===== src/rtl/calendar_pkg.sv =====
// Shared types and constants for the BCD calendar date controller.
package calendar_pkg;

    typedef enum logic [1:0] {
        ST_IDLE     = 2'd0,
        ST_CHECK    = 2'd1,
        ST_ADVANCE  = 2'd2,
        ST_YEAR_INC = 2'd3
    } cal_state_e;

    localparam logic [7:0] JAN = 8'h01;
    localparam logic [7:0] FEB = 8'h02;
    localparam logic [7:0] MAR = 8'h03;
    localparam logic [7:0] APR = 8'h04;
    localparam logic [7:0] MAY = 8'h05;
    localparam logic [7:0] JUN = 8'h06;
    localparam logic [7:0] JUL = 8'h07;
    localparam logic [7:0] AUG = 8'h08;
    localparam logic [7:0] SEP = 8'h09;
    localparam logic [7:0] OCT = 8'h10;
    localparam logic [7:0] NOV = 8'h11;
    localparam logic [7:0] DEC = 8'h12;

    localparam logic [7:0] DAYS_28 = 8'h28;
    localparam logic [7:0] DAYS_29 = 8'h29;
    localparam logic [7:0] DAYS_30 = 8'h30;
    localparam logic [7:0] DAYS_31 = 8'h31;

    localparam logic [15:0] DEFAULT_YEAR  = 16'h2000;
    localparam logic [7:0]  DEFAULT_MONTH = 8'h01;
    localparam logic [7:0]  DEFAULT_DAY   = 8'h01;

    // Two-digit BCD value divisible by 4.
    function automatic logic bcd2_div4(input logic [7:0] v);
        logic [6:0] n;
        n = {3'b000, v[7:4]} * 7'd10 + {3'b000, v[3:0]};
        return (n % 7'd4) == 7'd0;
    endfunction

    // Gregorian rule on a four-digit BCD year: a century year is leap
    // only when its century digits are divisible by 4.
    function automatic logic bcd_year_is_leap(input logic [15:0] y);
        if (y[7:0] == 8'h00)
            return bcd2_div4(y[15:8]);
        return bcd2_div4(y[7:0]);
    endfunction

endpackage


===== src/rtl/leap_year_detector.sv =====
// Combinational leap-year flag for a four-digit BCD year.
module leap_year_detector
    import calendar_pkg::*;
(
    input  logic [15:0] i_year,
    output logic        o_leap
);

    // Pure decode of the BCD year digits.
    always_comb begin
        o_leap = bcd_year_is_leap(i_year);
    end

endmodule


===== src/rtl/calendar_date_controller.sv =====
// BCD date sequencer: advances on midnight ticks, validates and commits
// date loads, buffers one tick while busy.
module calendar_date_controller
    import calendar_pkg::*;
#(
    parameter logic [15:0] RESET_YEAR  = DEFAULT_YEAR,
    parameter logic [7:0]  RESET_MONTH = DEFAULT_MONTH,
    parameter logic [7:0]  RESET_DAY   = DEFAULT_DAY
)(
    input  logic        clk,
    input  logic        rst_n,
    input  logic        day_tick,
    input  logic        set_valid,
    output logic        set_ready,
    input  logic [15:0] set_year,
    input  logic [7:0]  set_month,
    input  logic [7:0]  set_day,
    output logic [15:0] year,
    output logic [7:0]  month,
    output logic [7:0]  day,
    output logic        leap_year,
    output logic        busy,
    output logic        date_changed,
    output logic        set_err,
    output logic        tick_overrun
);

    cal_state_e  r_state;
    logic [15:0] r_year;
    logic [7:0]  r_month;
    logic [7:0]  r_day;
    logic        r_leap;
    logic        r_pending;
    logic        r_date_changed;
    logic        r_set_err;
    logic        r_tick_overrun;
    logic [15:0] r_set_year;
    logic [7:0]  r_set_month;
    logic [7:0]  r_set_day;

    logic [15:0] w_det_year;
    logic        w_det_leap;
    logic [7:0]  w_cur_len;
    logic [7:0]  w_set_len;
    logic        w_set_legal;

    function automatic logic [7:0] month_len(input logic [7:0] m, input logic leap);
        case (m)
            JAN, MAR, MAY, JUL, AUG, OCT, DEC: month_len = DAYS_31;
            APR, JUN, SEP, NOV:                month_len = DAYS_30;
            FEB:                               month_len = leap ? DAYS_29 : DAYS_28;
            default:                           month_len = 8'h00;
        endcase
    endfunction

    function automatic logic [7:0] bcd_inc2(input logic [7:0] v);
        if (v[3:0] == 4'd9)
            return {v[7:4] + 4'd1, 4'd0};
        return {v[7:4], v[3:0] + 4'd1};
    endfunction

    function automatic logic [15:0] bcd_inc4(input logic [15:0] v);
        logic [15:0] r;
        logic        carry;
        r     = v;
        carry = 1'b1;
        for (int unsigned i = 0; i < 4; i++) begin
            if (carry) begin
                if (r[i*4 +: 4] == 4'd9) begin
                    r[i*4 +: 4] = 4'd0;
                end else begin
                    r[i*4 +: 4] = r[i*4 +: 4] + 4'd1;
                    carry = 1'b0;
                end
            end
        end
        return r;
    endfunction

    function automatic logic all_bcd(input logic [31:0] v);
        logic ok;
        ok = 1'b1;
        for (int unsigned i = 0; i < 8; i++) begin
            if (v[i*4 +: 4] > 4'd9)
                ok = 1'b0;
        end
        return ok;
    endfunction

    // One shared detector: the staged year while validating, otherwise the live year.
    always_comb begin
        w_det_year = (r_state == ST_CHECK) ? r_set_year : r_year;
    end

    leap_year_detector u_leap (
        .i_year (w_det_year),
        .o_leap (w_det_leap)
    );

    // Month lengths and load legality derived from the shared detector.
    always_comb begin
        w_cur_len   = month_len(r_month, w_det_leap);
        w_set_len   = month_len(r_set_month, w_det_leap);
        w_set_legal = all_bcd({r_set_year, r_set_month, r_set_day})
                      && (r_set_month >= JAN) && (r_set_month <= DEC)
                      && (r_set_day >= 8'h01) && (r_set_day <= w_set_len);
    end

    // Sequencer, date registers, pulses and the one-deep tick buffer.
    always_ff @(posedge clk or negedge rst_n) begin
        if (!rst_n) begin
            r_state        <= ST_IDLE;
            r_year         <= RESET_YEAR;
            r_month        <= RESET_MONTH;
            r_day          <= RESET_DAY;
            r_leap         <= bcd_year_is_leap(RESET_YEAR);
            r_pending      <= 1'b0;
            r_date_changed <= 1'b0;
            r_set_err      <= 1'b0;
            r_tick_overrun <= 1'b0;
            r_set_year     <= '0;
            r_set_month    <= '0;
            r_set_day      <= '0;
        end else begin
            r_date_changed <= 1'b0;
            r_set_err      <= 1'b0;
            r_tick_overrun <= 1'b0;

            if (r_state == ST_IDLE)
                r_leap <= w_det_leap;

            case (r_state)
                ST_IDLE: begin
                    if (set_valid) begin
                        r_set_year  <= set_year;
                        r_set_month <= set_month;
                        r_set_day   <= set_day;
                        r_state     <= ST_CHECK;
                        if (day_tick) begin
                            if (r_pending)
                                r_tick_overrun <= 1'b1;
                            else
                                r_pending <= 1'b1;
                        end
                    end else if (r_pending || day_tick) begin
                        // A fresh tick landing while a buffered one is consumed stays buffered.
                        r_pending <= r_pending & day_tick;
                        r_state   <= ST_ADVANCE;
                    end
                end
                ST_CHECK: begin
                    if (w_set_legal) begin
                        r_year         <= r_set_year;
                        r_month        <= r_set_month;
                        r_day          <= r_set_day;
                        r_date_changed <= 1'b1;
                    end else begin
                        r_set_err <= 1'b1;
                    end
                    r_state <= ST_IDLE;
                end
                ST_ADVANCE: begin
                    if (r_day < w_cur_len) begin
                        r_day          <= bcd_inc2(r_day);
                        r_date_changed <= 1'b1;
                        r_state        <= ST_IDLE;
                    end else if (r_month < DEC) begin
                        r_day          <= 8'h01;
                        r_month        <= bcd_inc2(r_month);
                        r_date_changed <= 1'b1;
                        r_state        <= ST_IDLE;
                    end else begin
                        r_day   <= 8'h01;
                        r_month <= JAN;
                        r_state <= ST_YEAR_INC;
                    end
                end
                ST_YEAR_INC: begin
                    r_year         <= bcd_inc4(r_year);
                    r_date_changed <= 1'b1;
                    r_state        <= ST_IDLE;
                end
                default: r_state <= ST_IDLE;
            endcase

            if ((r_state != ST_IDLE) && day_tick) begin
                if (r_pending)
                    r_tick_overrun <= 1'b1;
                else
                    r_pending <= 1'b1;
            end
        end
    end

    // Output mapping.
    always_comb begin
        year         = r_year;
        month        = r_month;
        day          = r_day;
        leap_year    = r_leap;
        busy         = (r_state != ST_IDLE);
        set_ready    = (r_state == ST_IDLE);
        date_changed = r_date_changed;
        set_err      = r_set_err;
        tick_overrun = r_tick_overrun;
    end

endmodule


===== config.mk =====
export PLATFORM = sky130hd
export DESIGN_NAME = calendar_date_controller
export DESIGN_NICKNAME = d
export VERILOG_FILES = /design/src/rtl/calendar_pkg.sv /design/src/rtl/leap_year_detector.sv /design/src/rtl/calendar_date_controller.sv
export SDC_FILE = /design/constraint.sdc
export NUM_CORES = 1
export LEC_CHECK = 0
export ABC_AREA = 1
export CORE_MARGIN = 5
export CORE_UTILIZATION = 35
export CTS_CLUSTER_DIAMETER = 50
export DETAILED_ROUTE_END_ITERATION = 16
export SYNTH_ARGS = -nofsm -noshare
export SYNTH_HDL_FRONTEND = slang
export SYNTH_HIERARCHICAL = 1
export SYNTH_SLANG_ARGS = --single-unit

===== constraint.sdc =====
create_clock -name clk -period 6.2 [get_ports clk]
set_input_delay 1.24 -clock clk [delete_from_list [all_inputs] [get_ports clk]]
set_output_delay 1.24 -clock clk [all_outputs]
set_load 0.05 [all_outputs]

== After elaboration in Yosys (flattened, before gate mapping) ==
Index checks and enable logic that the tools add are counted.
Storage, ports and cells
  flip-flop bits (word level): 71
  logic and storage cells: 185
  output and inout port bits: 38
Cells by class
  $add $sub $neg: 10
  $lt $le $gt $ge: 14
  mux-type cells: 73
  multiply operators: 2
  eq/ne operators: 41
  reduce and logical (&&, ||, !) cells: 27
  bitwise gates (word level): 1
Operators by type and width (count)
  $mux 8: 9
  $eq 8x3->1 const B: 8
  $eq 8x5->1 const B: 6
  $mux 1: 44
  $pmux 6 s3: 2
  $add 4x1->4 const B: 8
  $eq 8x2->1 const B: 4
  $eq 8x4->1 const B: 4
  $gt 4x4->1 const B: 8
  $mux 16: 2
  $pmux 16 s2: 1
  $pmux 8 s2: 2
  $mux 4: 7
  $eq 4x4->1 const B: 6
  $eq 8x1->1 const B: 2
  $ge 8x1->1 const B: 2
  $reduce_and 3->1: 5
  $logic_not 7->1: 2
  $reduce_or 7->1: 2
  $ne 2x2->1 const B: 5
  $le 8x5->1 const B: 1
  $le 8x8->1: 1
  $logic_not 8->1: 1
  $lt 8x5->1 const B: 1
  19 further kinds: 35

== Depth between registers and ports, before layout ==
Gate-level depths: netlist of the first run.
  word-level depth: 16
  mapped depth: 23
  mapped depth without buffers: 22

== Modules after synthesis ==
The synthesis of the first run kept the hierarchy.
By module, submodules not included
  calendar_date_controller: area an instance 4281.6 um2, sequential area each 1781.7 um2, cells an instance 545, times used 1
  leap_year_detector: area an instance 102.6 um2, sequential area each 0.0 um2, cells an instance 27, times used 1

== Worst setup path after synthesis of the first run ==
No wires, ideal clock.
  kind: register -> register
  from: register r_state[0]
  to: register r_month[4] (netlist: month[4])
  stages on the path, launching flop included: 20
  required time: 6080 ps
  period minus slack after synthesis: 3184 ps
  path slack: 3016 ps
  arrival: 3064 ps
  setup time: 120 ps
  path through: dfrtp_1 inv_1 nor2_1 clkbuf_1 nand2_1 o21ai_0 inv_1 nand2_1 a21oi_1 nand2_1 nand2_1 a31o_2 ha_1 nand2_1 o41ai_2 nand4_4 nand2_8 nand3_2 nand2_1 nand2_1
Between the ends
  elaborated cells between the ends (all ways): 25
  classes of those cells: 2 x add/sub; 2 x mul; 2 x order compare; 5 x eq/ne; 8 x mux; 6 x reduce/logical
RTL lines
  start, declared: RTL line calendar_date_controller.sv:28  | cal_state_e r_state;
  start signal, assigned: RTL line calendar_date_controller.sv:112  | r_state <= ST_IDLE;
  start signal, assigned: RTL line calendar_date_controller.sv:138  | r_state <= ST_CHECK;
  start signal, assigned: RTL line calendar_date_controller.sv:148  | r_state <= ST_ADVANCE;
  $eq 2x1->1 *: RTL line calendar_date_controller.sv:92  | w_det_year = (r_state == ST_CHECK) ? r_set_year : r_year;
  $mux 16 *: RTL line calendar_date_controller.sv:92
  net w_det_year[4]: RTL line calendar_date_controller.sv:41  | logic [15:0] w_det_year;
  $mul 4x3->1: RTL line calendar_pkg.sv:36  | n = {3'b000, v[7:4]} * 7'd10 + {3'b000, v[3:0]};
  $add 2x2->2: RTL line calendar_pkg.sv:36
  $logic_not 7->1: RTL line calendar_pkg.sv:37  | return (n % 7'd4) == 7'd0;
  $mux 1 *: RTL line calendar_pkg.sv:45  | return bcd2_div4(y[7:0]);
  net w_det_leap: RTL line calendar_date_controller.sv:42  | logic w_det_leap;
  $mux 1 *: RTL line calendar_date_controller.sv:51  | FEB: month_len = leap ? DAYS_29 : DAYS_28;
  $pmux 6 s3: RTL line calendar_date_controller.sv:48  | case (m)
  $le 8x8->1: RTL line calendar_date_controller.sv:106  | && (r_set_day >= 8'h01) && (r_set_day <= w_set_len);
  $logic_and 1x1->1: RTL line calendar_date_controller.sv:106
  $ne 2x2->1 (no source line)
  $reduce_and 4->1 (no source line) *
  end signal, assigned: RTL line calendar_date_controller.sv:154  | r_month <= r_set_month;
  end signal, assigned: RTL line calendar_date_controller.sv:169  | r_month <= bcd_inc2(r_month);
  end, declared: RTL line calendar_date_controller.sv:30  | logic [7:0] r_month;
Mark *: on every way through the listed nets, which the timed path passes. The rest lies on a longest branch. The select of a mux whose other input is x is not followed.
A chain may end at the register's enable or synchronous reset.

== Final worst setup path of the first run ==
  from: register r_state[0]
  to: register r_month[5] (netlist: month[5])
Same word-level chain as after synthesis.

==> results of run 1 <==
==> worst max-delay path: stages (launching register included) <==
cell and delay, ns:
dfrtp_1 0.51, inv_1 0.10, nor2_1 0.85, o21ai_0 0.35, inv_1 0.11, nand2_1 0.07, nor2_1 0.10, nand2_1 0.06
nand2_1 0.05, nand2_1 0.09, a31o_2 0.21, ha_1 0.28, nand2_1 0.06, o41ai_2 0.43, nand4_4 0.26, nand2_8 0.16
nand3_2 0.10, nand2_1 0.07, nand2_1 0.05
==> report_power, final <==
group          internal, mW  total (mW)  leakage, nW  switching, mW
registers             0.689       0.944        0.835          0.254
clock network         0.332       0.536        0.152          0.204
logic                 0.651        1.89         1.57           1.24
total                  1.67        3.37         2.55           1.70
==> worst max path at each step <==
stage | to | slack [ns] | cells past startpoint
after floorplan | month[4] | 3.09 | 19
after global placement | month[4] | 2.43 | 18
after detailed placement | month[5] | 2.22 | 18
after CTS | month[5] | 2.20 | 18
after global routing | month[1] | 1.75 | 19
final | month[5] | 2.16 | 18
==> sequential cells by signal (all words and copies together) (netlist names) <==
signal / flops
r_set_year: 16
year: 16
day: 8
month: 8
r_set_day: 8
r_set_month: 8
r_state: 2
date_changed: 1
leap_year: 1
r_pending: 1
set_err: 1
tick_overrun: 1
==> stage by stage <==
stage                     cells  hold slack (ns)  area, µm²  power (mW)
after floorplan             562            0.472       4340        2.29
after CTS                   808            0.472       5550        3.39
final                       808            0.467       5550        3.37
after global routing        808            0.500       5550        3.65
after global placement      792            0.461       5240        2.81
after detailed placement    792            0.464       5240        2.84
==> routing by layer <==
| layer | track usage | share of wire |
|---|---|---|
| met3 | 0.0452 | 0.051 |
| met5 | 0 | 0 |
| met2 | 0.267 | 0.48 |
| met1 | 0.193 | 0.44 |
| met4 | 0.0658 | 0.022 |
==> layout make-up <==
cell class,instances,area share
Tap cell,168,0.0379
Clock inverter,5,0.0101
Multi-Input combinational cell,407,0.403
Clock buffer,11,0.0455
Sequential cell,71,0.321
Inverter,71,0.0489
Timing Repair Buffer,75,0.133
==> placed cells by master, fill, tap and decap left out, types with 2 or more instances in the layout <==
cell and instances:
o21ai_2 4, nand4_1 7, a21oi_1 31, nand2_4 5
buf_4 2, nor2_1 78, o31ai_1 2, inv_1 59
clkbuf_16 9, clkdlybuf4s50_1 72, o21ai_1 8, xnor2_1 2
nand3_1 25, clkinv_2 2, nor2_2 4, ha_1 13
o21ai_0 45, nor3_1 5, nand2_2 6, mux2_2 15
clkbuf_8 2, dfstp_2 4, nand2_1 119, a211oi_2 2
nor3_4 2, dfrtp_1 67, xor2_1 5, inv_2 11
o22ai_1 9, a31oi_1 4, nand3_2 2
==> results.toml, run 1 <==
[status]
outcome = "finished clean"

[route]
drcViolationCount = 0
drt-initial-drc-count = 173
wl_per_cell_um = 13.8
num_vias = 3937
drt_pass1_iterations = 5
final_antenna_net_count = 0
routed_wl_um = 11200
via_per_inst = 4.87

[die]
core.rowCount = 40
die_x_um = 121
die_h_um = 121
boundaryPins = 74
core_um2 = 12100
dieArea_um2 = 14700
start_util = 0.360

[place]
dp_worst_setup_slack_ns = 2.22
port_buffers = 73
hpwl_um = 8420
finalWeightedCongestion = 0.900

[finish]
final_nets = 684
insertedDiodeCount = 0
n_fill_cell = 1203
final_core_util = 0.460
syn2layout_area_growth_pct = 27.8
multi_input_area_um2 = 2240
regArea_um2 = 1780
drive_above_1_share = 0.130

[critical_path]
setup.worst_path.class = "reg2reg"
r2r-start = "r_state[0]"
cp_max_fo = 23
crit-reg2reg-capture = "month[5]"
crit_required_ns = 6.43
start_kind = "register"
crit_arrival_ns = 4.27
startpoint = "r_state[0]"
reg2reg_depth = 18
r2r_setup_slack_ns = 2.16
cp-end-kind = "register"

[timing]
final.setup_skew_ns = 0.00762
hold_viol = 0
rsz0062_at_grt = "false"
worst_slack_ns = 2.16
relSlewSlack = 0.254
fmax_mhz = 248
min_period_over_period = 0.651
tns_ns = 0
setup_violations = 0
finalCriticalPeriod_ns = 4.04
worst_slew_pin_slew_ns = 1.12
maxSlewViolCount = 0

[cts]
clk_pin_slew_ns = 0.06
cts_buffer_depth = 2
clkSinkCount = 71
cts_setup_buffers = 0
ctsRootBufferMaster = "clkbuf_16"
cts_buffers = 9
hold_buffers = 0
cts.repair.resized = 0
htreeDepth = 3
clock_latency_ns = 0.35
tritoncts = "yes"

[logic_synthesis]
syn-num-nets = 611
syn_avg_cell_area_um2 = 7.72
mappedNetlistArea_um2 = 4340
synthCells = 562
yosysWarnings = 6

[grt]
antenna_found_initial = 0
grt_pass1_wl_um = 18600
grt_max_degree = 72
grt_pass1_vias = 3895
track_usage = 0.160
grt.overflow.total = 0

[worst_hold_path]
hold_end = "leap_year"
holdCritStartpoint = "leap_year"
hold_depth = 2
hold_class = "reg2reg"

[pwr]
p_per_area_nw_per_um2 = 607
max-vdd-ir-drop_mv = 0.406
leakage_nw = 2.55

[job]
max_cap_violations = 0
No activity file was read; power rests on OpenSTA's default activity.
==> inputs of run 2 (changes only) <==
Clock period 6.2 ns to 4.1 ns, I/O delays scaled along.
==> results.toml, run 2 (same netlist as run 1, synthesis figures left out) <==
[timing]
rsz0062_at_grt = "false"
worst_slack_ns = 0.791
min_period_over_period = 0.807
setup_violations = 0
worst_slew_pin_slew_ns = 0.896
relSlewSlack = 0.400
fmax_mhz = 302
maxSlewViolCount = 0
hold_viol = 0
finalCriticalPeriod_ns = 3.31
tns_ns = 0
final.setup_skew_ns = 0.00758

[critical_path]
r2r-start = "r_state[0]"
startpoint = "r_state[0]"
crit_required_ns = 4.36
slowest_delay_ns = 0.47
cpMostUsedCell = "nand2_1"
critPathSlowestCell = "dfrtp_1"
crit-reg2reg-capture = "month[3]"
cp_max_fo = 23
critical_path.endpoint = "month[3]"
setup.worst_path.class = "reg2reg"
r2r_setup_slack_ns = 0.79
reg2reg_depth = 19
path_cells = "inv_1 > nor2_1 > buf_4 > o21ai_0 > inv_1 > nand2_1 > a21oi_1 > nand2_1 > nand2_1 > a31o_2 > ha_1 > nand2_1 > o41ai_2 > nand4_4 > nand2_8 > nand2_4 > inv_6 > nand2_2 > o21ai_2"
start_kind = "register"
crit_arrival_ns = 3.57
cp-end-kind = "register"

[grt]
grt_pass1_vias = 4017
track_usage = 0.158
grt_pass1_wl_um = 18600
grt_max_degree = 47
grt_busiest_layer = "met2"
gr-usage-met2 = 0.281
met1_usage = 0.187
met3_usage = 0.0429
grt.overflow.total = 0
antenna_found_initial = 0

[pwr]
leakage_nw = 2.57
max-vdd-ir-drop_mv = 0.495
p_per_area_nw_per_um2 = 921
total_power_mw = 5.13

[die]
die_x_um = 121
boundaryPins = 74
core.rowCount = 40
die_h_um = 121
dieArea_um2 = 14700
core_um2 = 12100
start_util = 0.360

[finish]
insertedDiodeCount = 0
syn2layout_area_growth_pct = 28.3
mostFrequentLayoutCell = "nand2_1"
final_cell_mix = "nand2_1 (119), nor2_1 (78), clkdlybuf4s50_1 (72), dfrtp_1 (67), inv_1 (59)"
n_fill_cell = 1188
final_cells = 810
regArea_um2 = 1780
final_nets = 686
drive_above_1_share = 0.129
multi_input_area_um2 = 2240

[place]
dp.cells = 794
dp_worst_setup_slack_ns = 0.835
finalWeightedCongestion = 0.888
hpwl_um = 8690
port_buffers = 73

[cts]
clk_pin_slew_ns = 0.06
cts_buffer_depth = 2
cts_setup_buffers = 0
htreeDepth = 3
cts_buffers = 9
ctsRootBufferMaster = "clkbuf_16"
clkSinkCount = 71
hold_buffers = 0
clock_latency_ns = 0.33
tritoncts = "yes"
cts.repair.resized = 0

[status]
outcome = "finished clean"

[worst_hold_path]
hold_class = "reg2reg"

[route]
routed_wl_um = 11300
wl_per_cell_um = 13.9
final_antenna_net_count = 0
num_vias = 3970
drt_pass1_iterations = 4
via_per_inst = 4.90
drt-initial-drc-count = 218
drcViolationCount = 0

[job]
max_cap_violations = 0
==> run 2: cell count changes in the layout (fill, tap and decap cells not counted), sizes merged <==
cell / delta
buf: +2
bufinv: +1
clkinvlp: -1
==> run 2: where the power goes <==
group,internal (mW),leakage [nW],switching (mW)
Combinational,0.992,1.58,1.88
Sequential,1.04,0.835,0.387
Clock,0.534,0.154,0.296
==> run 2: stage by stage <==
step	utilization	hold WS, ns	cell area, µm²
final	0.462	0.469	5570
after CTS	0.462	0.473	5570
after floorplan	-	0.472	4340
after global routing	0.462	0.495	5570
after detailed placement	0.436	0.464	5260
after global placement	0.436	0.460	5260
==> run 2: final cells by class <==
cell class	instances	area share
clock buffers	11	0.0418
clock inverters	5	0.0148
inverters	71	0.0487
multi-input cells	407	0.401
flip-flops and latches	71	0.320
well taps	168	0.0377
repair buffers	77	0.136
==> run 2: worst min path at each step <==
stage | from | to | cells past startpoint
detailed placement | leap_year | leap_year | 2
CTS | leap_year | leap_year | 2
floorplan | r_pending | r_pending | 2
global placement | leap_year | leap_year | 2
finish | leap_year | leap_year | 2
global route | leap_year | leap_year | 2
==> run 2: critical path: cells and delay by family, from the launching register on <==
kind,cells,cell delay (ns)
AO/OA/AOI/OAI,5,1.08
AND/OR/NAND/NOR,9,0.93
buffers and inverters,4,0.47
flip-flops,1,0.47
adder cells (fa/ha/maj),1,0.27
==> run 2: per-layer routing <==
layer | vias up | part of all wire
li1 | 1992 | -
met1 | 1867 | 0.44
met2 | 97 | 0.50
met3 | 14 | 0.042
met4 | 0 | 0.015
met5 | - | 0
